`src/rtl/router_term_tx_if.sv`:
```
// Host-write and router-handshake bundle for one terminal transmit agent.
// The slave modport is the agent itself; master is the host/router side.
interface router_term_tx_if #(
  parameter int PCK_SZ = 40,
  parameter int DEPTH  = 16
);
  localparam int PLD_W = PCK_SZ - 28;
  localparam int LVL_W = $clog2(DEPTH) + 1;

  logic              wr_en;
  logic [5:0]        wr_dst;
  logic [PLD_W-1:0]  wr_pld;
  logic              wr_full;
  logic [PCK_SZ-1:0] data_out_i_in;
  logic              pndng_i_in;
  logic              popin;
  logic [15:0]       tx_cnt;
  logic [LVL_W-1:0]  level;
  logic              err_ovf;
  logic              err_dst;
  logic              err_udf;
  logic              stall;
  logic              err_clr;

  modport master (
    output wr_en, wr_dst, wr_pld, popin, err_clr,
    input  wr_full, data_out_i_in, pndng_i_in, tx_cnt, level,
           err_ovf, err_dst, err_udf, stall
  );

  modport slave (
    input  wr_en, wr_dst, wr_pld, popin, err_clr,
    output wr_full, data_out_i_in, pndng_i_in, tx_cnt, level,
           err_ovf, err_dst, err_udf, stall
  );
endinterface

```
`src/rtl/router_term_tx.sv`:
```
// Terminal transmit agent: assembles router packets from host writes, queues
// them in a first-word-fall-through FIFO and tracks drops and router starvation.
module router_term_tx #(
  parameter int ROWS    = 4,
  parameter int COLUMS  = 4,
  parameter int PCK_SZ  = 40,
  parameter int DEPTH   = 16,
  parameter int TERM_ID = 0,
  parameter int TIMEOUT = 128
) (
  input  logic             clk,
  input  logic             reset,
  router_term_tx_if.slave  bus
);
  localparam int N_TERMS = 2 * ROWS + 2 * COLUMS;
  localparam int DST_MSB = PCK_SZ - 9;
  localparam int DST_LSB = PCK_SZ - 14;
  localparam int PLD_W   = PCK_SZ - 28;
  localparam int PTR_W   = $clog2(DEPTH);
  localparam int LVL_W   = $clog2(DEPTH) + 1;
  localparam int WD_W    = $clog2(TIMEOUT + 1);

  localparam logic [6:0]       N_TERMS_L = 7'(N_TERMS);
  localparam logic [LVL_W-1:0] DEPTH_L   = LVL_W'(DEPTH);
  localparam logic [WD_W-1:0]  TIMEOUT_L = WD_W'(TIMEOUT);

  logic [PCK_SZ-1:0] mem_q [DEPTH];
  logic [PTR_W-1:0]  wr_ptr_q, wr_ptr_d, rd_ptr_q, rd_ptr_d;
  logic [LVL_W-1:0]  level_q, level_d;
  logic [7:0]        seq_q, seq_d;
  logic [15:0]       tx_cnt_q, tx_cnt_d;
  logic [WD_W-1:0]   wd_q, wd_d;
  logic              ovf_q, ovf_d, dst_q, dst_d, udf_q, udf_d, stall_q, stall_d;

  logic              full, pending, dst_ok, wr_ok, pop_ok;
  logic [PCK_SZ-1:0] wr_pkt;

  // Full and pending come from registered occupancy, so a same-cycle pop
  // never frees room for a write arriving in that cycle.
  assign full    = (level_q == DEPTH_L);
  assign pending = (level_q != '0);
  assign dst_ok  = ({1'b0, bus.wr_dst} < N_TERMS_L);
  assign wr_ok   = bus.wr_en & ~full & dst_ok;
  assign pop_ok  = bus.popin & pending;

  always_comb begin
    // NOTE: every always_comb output gets a default first so no path leaves it unassigned (no latch).
    wr_pkt                       = '0;
    wr_pkt[DST_MSB:DST_LSB]      = bus.wr_dst;
    wr_pkt[PCK_SZ-15 -: 6]       = 6'(TERM_ID);
    wr_pkt[PCK_SZ-21 -: 8]       = seq_q;
    wr_pkt[PLD_W-1:0]            = bus.wr_pld;
  end

  always_comb begin
    wr_ptr_d = wr_ptr_q;
    rd_ptr_d = rd_ptr_q;
    level_d  = level_q;
    seq_d    = seq_q;
    tx_cnt_d = tx_cnt_q;
    wd_d     = wd_q;

    if (wr_ok) begin
      wr_ptr_d = wr_ptr_q + 1'b1;
      seq_d    = seq_q + 8'd1;
    end
    if (pop_ok) begin
      rd_ptr_d = rd_ptr_q + 1'b1;
      tx_cnt_d = tx_cnt_q + 16'd1;
    end
    case ({wr_ok, pop_ok})
      2'b10:   level_d = level_q + 1'b1;
      2'b01:   level_d = level_q - 1'b1;
      default: level_d = level_q;
    endcase

    // Watchdog counts cycles the head sits unconsumed and saturates at TIMEOUT.
    if (!pending || bus.popin) wd_d = '0;
    else if (wd_q != TIMEOUT_L) wd_d = wd_q + 1'b1;

    // Sticky flags: a new event in the same cycle as err_clr wins.
    ovf_d   = (ovf_q   & ~bus.err_clr) | (bus.wr_en & dst_ok & full);
    dst_d   = (dst_q   & ~bus.err_clr) | (bus.wr_en & ~dst_ok);
    udf_d   = (udf_q   & ~bus.err_clr) | (bus.popin & ~pending);
    stall_d = (stall_q & ~bus.err_clr) | (wd_d == TIMEOUT_L);
  end

  // NOTE: sequential state uses non-blocking assignments so every register samples pre-edge values.
  always_ff @(posedge clk) begin
    if (reset) begin
      wr_ptr_q <= '0;
      rd_ptr_q <= '0;
      level_q  <= '0;
      seq_q    <= '0;
      tx_cnt_q <= '0;
      wd_q     <= '0;
      ovf_q    <= 1'b0;
      dst_q    <= 1'b0;
      udf_q    <= 1'b0;
      stall_q  <= 1'b0;
    end else begin
      wr_ptr_q <= wr_ptr_d;
      rd_ptr_q <= rd_ptr_d;
      level_q  <= level_d;
      seq_q    <= seq_d;
      tx_cnt_q <= tx_cnt_d;
      wd_q     <= wd_d;
      ovf_q    <= ovf_d;
      dst_q    <= dst_d;
      udf_q    <= udf_d;
      stall_q  <= stall_d;
    end
  end

  // NOTE: the storage array has no reset; the empty-gating on the output hides stale entries.
  always_ff @(posedge clk) begin
    if (wr_ok) mem_q[wr_ptr_q] <= wr_pkt;
  end

  assign bus.wr_full       = full;
  assign bus.pndng_i_in    = pending;
  assign bus.data_out_i_in = pending ? mem_q[rd_ptr_q] : '0;
  assign bus.level         = level_q;
  assign bus.tx_cnt        = tx_cnt_q;
  assign bus.err_ovf       = ovf_q;
  assign bus.err_dst       = dst_q;
  assign bus.err_udf       = udf_q;
  assign bus.stall         = stall_q;
endmodule

```
`src/flat_wrapper.sv`:
```
// flat-port wrapper written by rule: the top's interface ports become plain ports
module router_term_tx_flat 
#(
  parameter int ROWS    = 4,
  parameter int COLUMS  = 4,
  parameter int PCK_SZ  = 40,
  parameter int DEPTH   = 16,
  parameter int TERM_ID = 0,
  parameter int TIMEOUT = 128
)
  (clk, reset, bus_wr_en, bus_wr_dst, bus_wr_pld, bus_popin, bus_err_clr, bus_wr_full, bus_data_out_i_in, bus_pndng_i_in, bus_tx_cnt, bus_level, bus_err_ovf, bus_err_dst, bus_err_udf, bus_stall);
  router_term_tx_if #(.PCK_SZ(PCK_SZ), .DEPTH(DEPTH)) bus_i ();
  input  logic clk;
  input  logic reset;
  input wire logic [$bits(bus_i.wr_en)-1:0] bus_wr_en;
  input wire logic [$bits(bus_i.wr_dst)-1:0] bus_wr_dst;
  input wire logic [$bits(bus_i.wr_pld)-1:0] bus_wr_pld;
  input wire logic [$bits(bus_i.popin)-1:0] bus_popin;
  input wire logic [$bits(bus_i.err_clr)-1:0] bus_err_clr;
  output wire logic [$bits(bus_i.wr_full)-1:0] bus_wr_full;
  output wire logic [$bits(bus_i.data_out_i_in)-1:0] bus_data_out_i_in;
  output wire logic [$bits(bus_i.pndng_i_in)-1:0] bus_pndng_i_in;
  output wire logic [$bits(bus_i.tx_cnt)-1:0] bus_tx_cnt;
  output wire logic [$bits(bus_i.level)-1:0] bus_level;
  output wire logic [$bits(bus_i.err_ovf)-1:0] bus_err_ovf;
  output wire logic [$bits(bus_i.err_dst)-1:0] bus_err_dst;
  output wire logic [$bits(bus_i.err_udf)-1:0] bus_err_udf;
  output wire logic [$bits(bus_i.stall)-1:0] bus_stall;
  assign bus_i.wr_en = bus_wr_en;
  assign bus_i.wr_dst = bus_wr_dst;
  assign bus_i.wr_pld = bus_wr_pld;
  assign bus_i.popin = bus_popin;
  assign bus_i.err_clr = bus_err_clr;
  assign bus_wr_full = bus_i.wr_full;
  assign bus_data_out_i_in = bus_i.data_out_i_in;
  assign bus_pndng_i_in = bus_i.pndng_i_in;
  assign bus_tx_cnt = bus_i.tx_cnt;
  assign bus_level = bus_i.level;
  assign bus_err_ovf = bus_i.err_ovf;
  assign bus_err_dst = bus_i.err_dst;
  assign bus_err_udf = bus_i.err_udf;
  assign bus_stall = bus_i.stall;
  router_term_tx #(.ROWS(ROWS), .COLUMS(COLUMS), .PCK_SZ(PCK_SZ), .DEPTH(DEPTH), .TERM_ID(TERM_ID), .TIMEOUT(TIMEOUT)) u_core (.clk(clk), .reset(reset), .bus(bus_i));
endmodule
```
`config.mk`:
```
export PLATFORM = sky130hd
export DESIGN_NAME = router_term_tx_flat
export DESIGN_NICKNAME = d
export VERILOG_FILES = /design/src/rtl/router_term_tx_if.sv /design/src/rtl/router_term_tx.sv /design/src/flat_wrapper.sv
export SDC_FILE = /design/constraint.sdc
export NUM_CORES = 1
export LEC_CHECK = 0
export CAP_MARGIN = 20
export CORE_MARGIN = 2
export CORE_UTILIZATION = 40
export DETAILED_ROUTE_END_ITERATION = 12
export SETUP_SLACK_MARGIN = 0.15
export SYNTH_ARGS = -nofsm -noshare
export SYNTH_HDL_FRONTEND = slang
export SYNTH_SLANG_ARGS = --single-unit
export TNS_END_PERCENT = 20
```
`constraint.sdc`:
```
create_clock -name clk -period 8.8 [get_ports clk]
set_input_delay 1.76 -clock clk [delete_from_list [all_inputs] [get_ports clk]]
set_output_delay 1.76 -clock clk [all_outputs]
set_load 0.01 [all_outputs]
```
==> results.md, run 1 <==
- The flow ran to the end, and the final reports show no timing, DRC or antenna violations.
- The leftover overflow at the end of global routing is 0.
- The largest single stage delay on the critical path is 0.98 ns.
- The routability congestion estimate from global placement is 0.733.
- The die covers 47800 um^2.
- The site row count is 78.
- Yosys mapped a number of flops with a built-in enable equal to 416.
- Static timing analysis puts the maximum clock frequency at between 150 and 200 MHz.
- The remaining number of nets flagged by the antenna check after routing is 0.
- Clock tree synthesis inserted a total of 48 buffers.
- The final critical path takes up about 64% of the cycle.
- The die height is 219 um.
- The H-tree was split into 2 levels.
- The repair_antennas step left the layout with diodes totalling 0.
- In this run the deepest clock path goes through 3 buffers.
- The number of global-route vias before repair came to approximately 9100.
- The number of nets in the layout is between 1000 and 1500.
- The first-pass detailed-route iteration total is 5.
- The total negative slack for setup checks is 0 ns.
- The region available for standard cell placement spans 45500 um^2.
- Setup violations remaining at the end of the flow were counted as 0.
- STA classifies the critical path endpoint as an output port.
- Headroom to the max-slew limit came out at 29.2%.
- The mean post-synth cell area is around 20 um^2.
- The count of max-cap constraint violations is 0.
- The endpoint required time on the critical path is 7.04 ns.
- After filler insertion, the fill cell instance count of the layout stands at 3840.
- Once detailed placement completed, the half-perimeter wirelength came to 20.2 mm.
- The area growth from synthesis to final layout is 16.2%.
- The total DRC errors in the routed layout is 0.
- Summed over all cells, the static leakage comes to roughly 6.7 nW.
- The nature of the critical path startpoint is a flip-flop.
- The pin slew with the least headroom to its limit is 1.06 ns.
- Setup repair after global routing left no endpoint under its margin.
- The CTS tree is yes.
- The initial core utilization is about 41%.
- The initial antenna violation count is 1.
- The tightest min-delay check is of the flip-flop to flip-flop type.
- On the critical path, the stage with the largest delay is an instance of sky130_fd_sc_hd__dfxtp_4.
- The worst register-to-register path ends at u_core.bus.level[4].
- The number of cells traversed by the worst hold path is 2.
- The average via count per standard cell is 5.31.
- The setup slack of the most critical reg-to-reg path is 5.33 ns.
- The worst reg2reg path startpoint is u_core.bus.level[1].
- Synthesis instantiated 44 different standard cells from the library.
- Hold is met by 0.478 ns.
- The async set-reset flop share out of synthesis is 0%.
- Summed over all layers, the routed wires come to roughly 38 mm.
- The critical path goes through buf_4, mux4_2, mux4_2, and2_1, clkdlybuf4s50_1.
- The overall via count from detail_route is 8816.
- The root buffer cell chosen for the clock tree is sky130_fd_sc_hd__clkbuf_16.
- The share of the Yosys chip area taken by registers is 73.5%.
- The clock-pin slew reported for the worst setup and hold paths after clock tree synthesis is 0.06 ns.
- The first-pass GRT wire length is between 50 and 60 mm.
- The count of routing violations after the opening detailed-route iteration is 800.
- Summing every instance area after synthesis gives roughly 18000 um^2.
- The path with the worst hold slack has its endpoint at u_core.bus.err_dst.
- VDD sags by at most 0.186 mV.
- The clock insertion delay at the later pin of the skew report is 0.57 ns.
- In the post-synthesis netlist, the biggest area contributors are sky130_fd_sc_hd__edfxtp_1 (68%), sky130_fd_sc_hd__mux4_2 (16%), sky130_fd_sc_hd__dfxtp_1 (5.8%).
- Cells with a size suffix above 1 make up ~22% of the layout.
- The number of gates resized after CTS was 0.
- The data arrival time of the critical path is approximately 3.9 ns.
- The most numerous cell type found on the critical path is sky130_fd_sc_hd__mux4_2.
- The portion of synthesized cell area occupied by the leading cell type is between 60% and 70%.
- The startpoint of the lowest-slack hold path is u_core.bus.err_dst.
- The average wire length per cell after detail routing is 23.0 um.
- The share of the core filled with cells is 47.1%.
- After clock tree synthesis, the setup repair step added 0 buffers.
- The die width is approximately 220 um.
- In the global route stage, overall resource usage came out at approximately 16%.
- In this run the tool buffered the top-level ports with 75 buffer cells.
- The number of max-slew violations in the final report came to 0.
- The maximum number of pins on one net before global-route repair is 79.
- The most used flip-flop cell after synthesis is sky130_fd_sc_hd__edfxtp_1.
- Clock tree synthesis found a total of approximately 470 sinks.
- The final critical delay including setup and external delays is 5.65 ns.
- The top-level port count is 90.
- For the worst flop-to-flop path, the logic depth is 11.
- The hold buffer count at cts is 0.
- The number of failing hold endpoints at the final stage is 0.
- The library cell with the largest summed area after synthesis is sky130_fd_sc_hd__edfxtp_1.
- Counting every instance in the synthesized netlist gives 923.
- The setup skew after layout is 0.0215 ns.
- The critical path is of the flip-flop to output port type.
- Dividing total power by cell area gives a power density of 255 nW/um^2.
- The number of warnings printed during yosys synthesis is 0.
- Along the worst path, the maximum fanout reaches 58.
- The number of synthesized register bits is 469.
-- where the power goes --
group | switching [mW] | internal (mW)
logic | 0.458 | 0.542
clock network | 0.812 | 1.13
registers | 0.0727 | 2.44
total | 1.34 | 4.11
-- metrics by stage --
| step | setup WS, ns | total power, mW | cell area [um^2] | std cells |
|---|---|---|---|---|
| 6_report | 3.15 | 5.45 | 21400 | 1659 |
| 5_1_grt | 2.97 | 5.69 | 21400 | 1659 |
| 4_1_cts | 3.05 | 5.53 | 21400 | 1658 |
| 3_5_place_dp | 3.56 | 3.59 | 19900 | 1570 |
| 3_3_place_gp | 3.61 | 3.58 | 19900 | 1570 |
| 2_1_floorplan | 4.11 | 3.19 | 18500 | 936 |
-- per-layer routing --
| metal | global-route usage [%] | wire, um | share of wire (%) | vias to the layer above |
|---|---|---|---|---|
| li1 | - | - | - | 3879 |
| met1 | 23.9 | 17400 | 46 | 4620 |
| met2 | 25.7 | 17900 | 47 | 262 |
| met3 | 2.62 | 2090 | 5.5 | 55 |
| met4 | 4.28 | 705 | 1.9 | 0 |
| met5 | 0 | 0 | 0 | - |
-- critical path: cells and delay by family, from the launching register on --
| family | cells | cell delay, ns |
|---|---|---|
| buffers and inverters | 2 | 1.21 |
| and+or+nand+nor | 1 | 0.19 |
| DFF | 1 | 0.98 |
| muxes | 2 | 0.93 |
-- Yosys cell counts (2+ instances only) --
cell / n
sky130_fd_sc_hd__nor2_1: 59
sky130_fd_sc_hd__nand3_1: 7
sky130_fd_sc_hd__ha_1: 13
sky130_fd_sc_hd__nand4_1: 10
sky130_fd_sc_hd__buf_4: 16
sky130_fd_sc_hd__o2111ai_1: 2
sky130_fd_sc_hd__mux4_2: 130
sky130_fd_sc_hd__dfxtp_1: 53
sky130_fd_sc_hd__buf_6: 7
sky130_fd_sc_hd__buf_1: 5
sky130_fd_sc_hd__xnor2_1: 13
sky130_fd_sc_hd__nand2_1: 18
sky130_fd_sc_hd__o21ai_0: 7
sky130_fd_sc_hd__and3_1: 6
sky130_fd_sc_hd__inv_1: 15
sky130_fd_sc_hd__clkbuf_1: 21
sky130_fd_sc_hd__nand2b_1: 6
sky130_fd_sc_hd__nor3_1: 10
sky130_fd_sc_hd__mux2i_1: 6
sky130_fd_sc_hd__xor2_1: 22
sky130_fd_sc_hd__a21oi_1: 10
sky130_fd_sc_hd__nor3b_1: 3
sky130_fd_sc_hd__or3_1: 8
sky130_fd_sc_hd__edfxtp_1: 416
sky130_fd_sc_hd__and2_1: 28
sky130_fd_sc_hd__buf_2: 12
sky130_fd_sc_hd__nand3b_1: 3
-- cells by family after synthesis --
| kind of cell | count (synthesis) | synth area share, % |
|---|---|---|
| flip-flops | 469 | 73.5 |
| adder cells (fa/ha/maj) | 13 | 0.882 |
| buffers and inverters | 76 | 2.24 |
| AND/OR/NAND/NOR | 162 | 4.41 |
| multiplexers | 137 | 16.3 |
| other | 1 | 0.0203 |
| XOR/XNOR | 35 | 1.66 |
| AO/OA/AOI/OAI | 30 | 1.04 |
-- area by class of cell --
class / instances / area, um^2 / area share [%]
clock buffer: 64 / 1300 / 6.08
clock inverter: 24 / 199 / 0.929
tap: 600 / 751 / 3.50
sequential: 469 / 13600 / 63.3
multi-input combinational: 391 / 4640 / 21.6
inverter: 15 / 56.3 / 0.263
timing repair buffer: 96 / 916 / 4.28
-- layout by cell type, fill, tap and decap left out, drive strengths merged, types with 13 or more instances in the layout --
cell,Yosys,layout
nand2,18,18
ha,13,13
buf,40,22
xnor2,13,13
clkdlybuf4s50,0,74
dfxtp,53,53
clkbuf,21,64
nor2,59,59
xor2,22,22
mux4,130,130
clkinv,0,17
conb,1,14
inv,15,17
and2,28,28
edfxtp,416,416
-- sequential cells by signal, indices dropped and copies added (netlist names), 4 cells and up, named ones only --
register / flops
u_core.bus.level: 5
u_core.seq_q: 8
u_core.bus.tx_cnt: 16
u_core.rd_ptr_q: 4
u_core.wr_ptr_q: 4
u_core.wd_q: 8
u_core.mem_q: 416
-- worst max-delay path by stage --
stage	startpoint	endpoint	slack, ns
global placement	bus_wr_dst[5]	u_core.bus.level[4]	3.61
global route	flip-flop	bus_data_out_i_in[13]	2.97
CTS	flip-flop	bus_data_out_i_in[26]	3.05
floorplan	bus_wr_dst[4]	u_core.mem_q[0][0]	4.11
finish	flip-flop	bus_data_out_i_in[13]	3.15
detailed placement	bus_wr_dst[5]	u_core.bus.level[4]	3.56
Note: power is estimated with default switching activity, not from simulation.
==> run 2: changes to the inputs <==
clock period = 5.5 ns   (was 8.8 ns; I/O delays follow)
==> run 2 against run 1 <==
Count of clock-buffer cells in the layout is 8 lower. Combinational power is 64% higher. Via count is 0.61% higher. Sequential power is 60% higher. Critical endpoint is now bus_data_out_i_in[12].
==> results.md, run 2 (synthesis gave the netlist of run 1 again) <==
- The power per standard cell area is 411 nW/um^2 (was 255 nW/um^2).
- The remaining number of nets flagged by the antenna check after routing is 0 (unchanged).
- The count of cells resized by post-cts repair came to 0 (unchanged).
- The pin slew with the least headroom to its limit came to 1.01 ns (was 1.06 ns).
- Outcome: finished, final reports clean (unchanged).
- The first-pass GRT wire length came to 58.0 mm (was 57.7 mm).
- The worst voltage drop across the vdd grid came to 0.388 mV (was 0.186 mV).
- The flip-flop count of the largest register after layout is 416 (unchanged).
- The total number of H-tree levels was 2 (unchanged).
- The overall fraction of global-route tracks in use came to 16.5% (was 16.4%).
- The average via count per standard cell came to 5.32 (was 5.31).
- The antenna diode count came to 0 (unchanged).
- The number of max-slew violations in the final report is 0 (unchanged).
- The routability congestion estimate from global placement is 0.716 (was 0.733).
- The CTS tree is yes (unchanged).
- The smallest clock period supported by the final layout is computed as approximately 4.6 ns.
- The detailed-placement wirelength estimate is 21.8 mm (was 20.2 mm).
- The clock-pin slew reported for the worst setup and hold paths after clock tree synthesis came to 0.06 ns (about the same).
- The clock insertion delay at the later pin of the skew report came to 0.58 ns (was 0.57 ns).
- Derived from the worst setup path, the maximum achievable clock frequency is 217 MHz.
- The share of post-route cells with drive strength above 1 is 23.9% (was 22.5%).
- The worst slew margin relative to its limit is 32.6% (was 29.2%).
- The most common cell after layout, fill and taps aside is sky130_fd_sc_hd__edfxtp_1 (unchanged).
- The site row count is 78 (unchanged).
- The number of global-route vias before repair is 9164 (was 9093).
- The area growth from synthesis to final layout is 17.0% (was 16.2%).
- The initial antenna violation count is 1 (unchanged).
- The overall power after layout is 8.87 mW (was 5.45 mW).
- The total negative slack for setup checks is 0 ns (unchanged).
- The endpoint required time on the critical path is 4.40 ns (was 7.04 ns).
- The hold buffer count at cts is 0 (unchanged).
- The buffer type at the clock tree root is sky130_fd_sc_hd__clkbuf_16 (unchanged).
- The count of routing violations after the opening detailed-route iteration came to 737 (was 800).
- The setup skew after layout was 0.0270 ns (was 0.0215 ns).
- The area after detailed placement was 20000 um^2 (was 19900 um^2).
- The share of the core filled with cells is 47.5% (was 47.1%).
- The largest driver fanout on the critical path is 32 (was 58).
- The endpoint type of the worst setup path is an output port (unchanged).
- The least setup slack across all paths after layout came to 0.897 ns (was 3.15 ns).
- The total clock buffers created by CTS was 48 (unchanged).
- The die height is 219 um (unchanged).
- The buffer count from post-CTS setup fixing is 0 (unchanged).
- The leftover overflow at the end of global routing is 0 (unchanged).
- The total DRC errors in the routed layout is 0 (unchanged).
- The register name with the most flops is u_core.mem_q (unchanged).
- The first-pass detailed-route iteration total was 5 (unchanged).
- The worst setup timing slack at the placement stage is 0.930 ns (was 3.56 ns).
- The static leakage power came to 6.80 nW (was 6.70 nW).
- The count of endpoints failing setup in the final report is 0 (unchanged).
- The initial core utilization is 40.6% (unchanged).
- The nature of the critical path startpoint is a flip-flop (unchanged).
- The quantity of I/O buffers inserted on ports is 75 (unchanged).
- The number of failing hold endpoints at the final stage came to 0 (unchanged).
- The final design area excluding fillers came to 21600 um^2 (was 21400 um^2).
- The classification of the worst-slack hold path is flip-flop to flip-flop (unchanged).
- The largest buffer count on any clock path was 3 (unchanged).
- The data arrival time of the critical path is 3.50 ns (was 3.89 ns).
- The area of the core is 45500 um^2 (unchanged).
- The average wire length per cell after detail routing came to 22.9 um (was 23.0 um).
- The setup slack of the most critical reg-to-reg path is 2.00 ns (was 5.33 ns).
- Setup repair after global routing missed its margin: no (unchanged).
- The top-level port count is 90 (unchanged).
- The number of fill cells in the layout is 3833 (was 3840).
- The period utilization is 83.7%.
- The count of max-cap constraint violations was 0 (unchanged).
- The overall via count from detail_route is 8870 (was 8816).
- The sink count of the clock tree is 469 (unchanged).
- The die width came to 219 um (unchanged).
- The number of nets in the layout was 1067 (was 1057).
- The maximum number of pins on one net before global-route repair is 81 (was 79).
- The overall routed net length was 38.1 mm (about the same).
- The die outline area is 47800 um^2 (unchanged).
- The type of the worst setup path is flip-flop to output port (unchanged).
- Most frequent cells in the layout: sky130_fd_sc_hd__edfxtp_1 (416), sky130_fd_sc_hd__mux4_2 (130), sky130_fd_sc_hd__clkdlybuf4s50_1 (74) (unchanged).
[run 2: cell types whose count changed in the layout (fill, tap and decap cells not counted), moves of 2 or more]
cell / delta
sky130_fd_sc_hd__buf_4: +8
sky130_fd_sc_hd__clkbuf_1: -7
sky130_fd_sc_hd__clkinv_2: +6
sky130_fd_sc_hd__buf_12: +2
sky130_fd_sc_hd__bufinv_16: +2
sky130_fd_sc_hd__clkbuf_8: -2
[run 2: layer usage]
layer / vias up / part of all wire (%) / track usage [%]
li1: 3908 / - / -
met1: 4663 / 45 / 23.5
met2: 233 / 47 / 25.9
met3: 64 / 5.4 / 3.48
met4: 2 / 1.8 / 4.26
met5: - / 0.042 / 0
[run 2: where the power goes]
part / total [mW] / switching (mW) / leakage [nW] / internal [mW]
Combinational: 1.64 / 0.747 / 1.75 / 0.892
Clock: 3.21 / 1.32 / 0.767 / 1.89
Sequential: 4.02 / 0.114 / 4.29 / 3.91
Total: 8.87 / 2.18 / 6.80 / 6.69
[run 2: critical path: stages (launching register included)]
cell and delay (ns):
sky130_fd_sc_hd__dfxtp_4 0.81, sky130_fd_sc_hd__buf_4 0.35, sky130_fd_sc_hd__mux4_2 0.53, sky130_fd_sc_hd__mux4_2 0.48
sky130_fd_sc_hd__and2_1 0.22, sky130_fd_sc_hd__clkdlybuf4s50_1 0.50
[run 2: final timing paths]
kind	from	end	cells past startpoint
setup / recovery	flip-flop	bus_data_out_i_in[12]	5
setup reg to reg	u_core.bus.level[1]	u_core.bus.level[4]	11
hold reg to reg	u_core.bus.err_udf	u_core.bus.err_udf	2
hold / removal	u_core.bus.err_udf	u_core.bus.err_udf	2
[run 2: final cells by class]
type                            count  area (um^2)  area share (%)
Clock buffer                       56         1270            5.90
Clock inverter                     31          289            1.34
Inverter                           15         56.3           0.261
Multi-Input combinational cell    391         4640            21.5
Sequential cell                   469        13600            62.8
Tap cell                          600          751            3.48
Timing Repair Buffer              106         1020            4.71
[run 2: stage by stage]
step	hold WS [ns]	cells
floorplan	0.485	936
global placement	0.468	1581
detailed placement	0.479	1581
CTS	0.496	1668
global route	0.521	1668
finish	0.491	1668
==> run 3: changes to the inputs <==
clock period = 4.3 ns   (was 5.5 ns; I/O delays follow)
==> run 3 against run 2 <==
Clock power increased by 26%. Design area is 1.1% higher. Via count is 0.88% higher. Sequential share of layout area is 0.69 points lower. Clock skew shrank 0.0062 ns. Combinational power rose by 37%. Largest power group unchanged. Highest routed layer is now met4.
==> results.md, run 3 (synthesis gave the netlist of run 1 again) <==
- The average wire length per cell after detail routing was 22.9 um (about the same).
- The quantity of I/O buffers inserted on ports is 75 (unchanged).
- The endpoint type of the worst setup path was an output port (unchanged).
- The area growth from synthesis to final layout was 18.3% (was 17.0%).
- Setup repair after global routing missed its margin: no (unchanged).
- The static leakage power is 6.92 nW (was 6.80 nW).
- The site row count is 78 (unchanged).
- The clock insertion delay at the later pin of the skew report is 0.59 ns (was 0.58 ns).
- The share of post-route cells with drive strength above 1 is 24.7% (was 23.9%).
- The register name with the most flops is u_core.mem_q (unchanged).
- The first-pass detailed-route iteration total is 5 (unchanged).
- The classification of the worst-slack hold path is flip-flop to flip-flop (unchanged).
- The total number of H-tree levels is 2 (unchanged).
- The worst slew margin relative to its limit is 38.2% (was 32.6%).
- The area of the core is 45500 um^2 (unchanged).
- The count of cells resized by post-cts repair is 0 (unchanged).
- The most repeated library cell on the critical path is sky130_fd_sc_hd__mux4_2 (unchanged).
- The clock-pin slew reported for the worst setup and hold paths after clock tree synthesis is 0.06 ns (about the same).
- The maximum number of pins on one net before global-route repair came to 59 (was 81).
- The nature of the critical path startpoint is a flip-flop (unchanged).
- The largest buffer count on any clock path was 3 (unchanged).
- The number of max-slew violations in the final report is 0 (unchanged).
- The worst setup timing slack at the placement stage is 0.671 ns (was 0.930 ns).
- The least setup slack across all paths after layout came to 0.379 ns (was 0.897 ns).
- The leftover overflow at the end of global routing is 0 (unchanged).
- The total DRC errors in the routed layout came to 0 (unchanged).
- Ordered list of cells on the worst path: buf_4, buf_12, mux4_2, mux4_2, and2_1, clkdlybuf4s50_1 (was buf_4, mux4_2, mux4_2, and2_1, clkdlybuf4s50_1).
- The detailed-placement wirelength estimate is 21.7 mm (was 21.8 mm).
- The stage delay of the slowest cell on the critical path is 0.53 ns (was 0.81 ns).
- The number of global-route vias before repair is 9211 (was 9164).
- The initial core utilization came to 40.6% (unchanged).
- The initial antenna violation count came to 1 (unchanged).
- The hold buffer count at cts is 0 (unchanged).
- The pin slew with the least headroom to its limit is 0.928 ns (was 1.01 ns).
- The most common cell after layout, fill and taps aside was sky130_fd_sc_hd__edfxtp_1 (unchanged).
- The number of nets in the layout is 1088 (was 1067).
- The total negative slack for setup checks is 0 ns (unchanged).
- The die outline area is 47800 um^2 (unchanged).
- The buffer count from post-CTS setup fixing is 0 (unchanged).
- The data arrival time of the critical path is 3.06 ns (was 3.50 ns).
- The type of the worst setup path was flip-flop to output port (unchanged).
- The sink count of the clock tree is 469 (unchanged).
- The number of failing hold endpoints at the final stage is 0 (unchanged).
- The CTS tree was yes (unchanged).
- The count of max-cap constraint violations is 0 (unchanged).
- The endpoint required time on the critical path is 3.44 ns (was 4.40 ns).
- The maximum frequency from static timing analysis is 255 MHz.
- The die width was 219 um (unchanged).
- The overall via count from detail_route is 8948 (was 8870).
- The total clock buffers created by CTS is 49 (was 48).
- The remaining number of nets flagged by the antenna check after routing is 0 (unchanged).
- The routability congestion estimate from global placement came to 0.715 (was 0.716).
- The power per standard cell area was 520 nW/um^2 (was 411 nW/um^2).
- The worst voltage drop across the vdd grid came to 0.371 mV (was 0.388 mV).
- The top-level port count is 90 (unchanged).
- The count of routing violations after the opening detailed-route iteration is 699 (was 737).
- The buffer type at the clock tree root is sky130_fd_sc_hd__clkbuf_16 (unchanged).
- The average via count per standard cell came to 5.29 (was 5.32).
- The overall routed net length came to 38.7 mm (was 38.1 mm).
- The largest driver fanout on the critical path is 23 (was 32).
- The overall fraction of global-route tracks in use is 16.5% (about the same).
- The antenna diode count is 0 (unchanged).
- The setup skew after layout is 0.0208 ns (was 0.0270 ns).
- The master of the slowest instance on the critical path is sky130_fd_sc_hd__mux4_2 (was sky130_fd_sc_hd__dfxtp_4).
- Of the available clock period, the critical path in the final layout requires 91.2%.
- Most frequent cells in the layout: sky130_fd_sc_hd__edfxtp_1 (416), sky130_fd_sc_hd__mux4_2 (130), sky130_fd_sc_hd__clkdlybuf4s50_1 (74) (unchanged).
- Outcome: finished, final reports clean (unchanged).
- The first-pass GRT wire length is 57.8 mm (was 58.0 mm).
- The number of fill cells in the layout is 3750 (was 3833).
- The die height is 219 um (unchanged).
- The flip-flop count of the largest register after layout came to 416 (unchanged).
- The final critical delay including setup and external delays is 3.92 ns.
- The count of endpoints failing setup in the final report came to 0 (unchanged).
[run 3: changes by cell type in the layout (fill, tap and decap cells not counted), moves of 5 or more]
| cell | delta |
|---|---|
| sky130_fd_sc_hd__clkbuf_1 | +5 |
| sky130_fd_sc_hd__buf_4 | +12 |
| sky130_fd_sc_hd__clkinv_1 | +5 |
| sky130_fd_sc_hd__buf_12 | +8 |
| sky130_fd_sc_hd__clkinv_2 | -5 |
[run 3: metrics by stage]
stage          util [%]  hold WS [ns]  std cells  power (mW)  instance area, um^2
3_3_place_gp       44.4         0.470       1594        7.40                20200
3_5_place_dp       44.4         0.466       1594        7.40                20200
4_1_cts            47.8         0.480       1686        11.5                21800
6_report           48.0         0.475       1693        11.3                21800
2_1_floorplan         -         0.485        936        6.53                18500
5_1_grt            48.0         0.498       1693        11.8                21800
[run 3: final cells by class]
| class | count | area (um^2) | share of cell area [%] |
|---|---|---|---|
| tap | 600 | 751 | 3.44 |
| inverter | 15 | 56.3 | 0.258 |
| sequential | 469 | 13600 | 62.1 |
| clock buffer | 62 | 1310 | 5.99 |
| multi-input combinational | 391 | 4640 | 21.2 |
| timing repair buffer | 126 | 1270 | 5.80 |
| clock inverter | 30 | 245 | 1.12 |
[run 3: final timing paths]
| check | cells after the start | slack [ns] | startpoint | endpoint |
|---|---|---|---|---|
| setup reg to reg | 11 | 1.21 | u_core.bus.level[1] | u_core.bus.level[4] |
| hold reg to reg | 2 | 0.48 | u_core.bus.err_dst | u_core.bus.err_dst |
| setup / recovery | 6 | 0.38 | flip-flop | bus_data_out_i_in[27] |
| hold / removal | 2 | 0.48 | u_core.bus.err_dst | u_core.bus.err_dst |
[run 3: where the power goes]
group	leakage, nW	switching (mW)	internal (mW)	total, mW
sequential	4.29	0.0632	5.00	5.06
combinational	1.88	1.03	1.21	2.24
clock	0.758	1.71	2.34	4.05
total	6.92	2.80	8.55	11.3
[run 3: per-layer routing]
metal	global-route usage (%)	wire [um]	up-vias
li1	-	-	3953
met1	23.0	17100	4711
met2	26.9	19000	229
met3	2.99	2010	55
met4	4.41	667	0
met5	0	0	-
[run 3: critical path, delay by kind of cell, from the launching register on]
family                 cells  cell delay, ns
multiplexers               2            1.03
buffers and inverters      3            0.92
AND/OR/NAND/NOR            1            0.18
flip-flops                 1            0.36
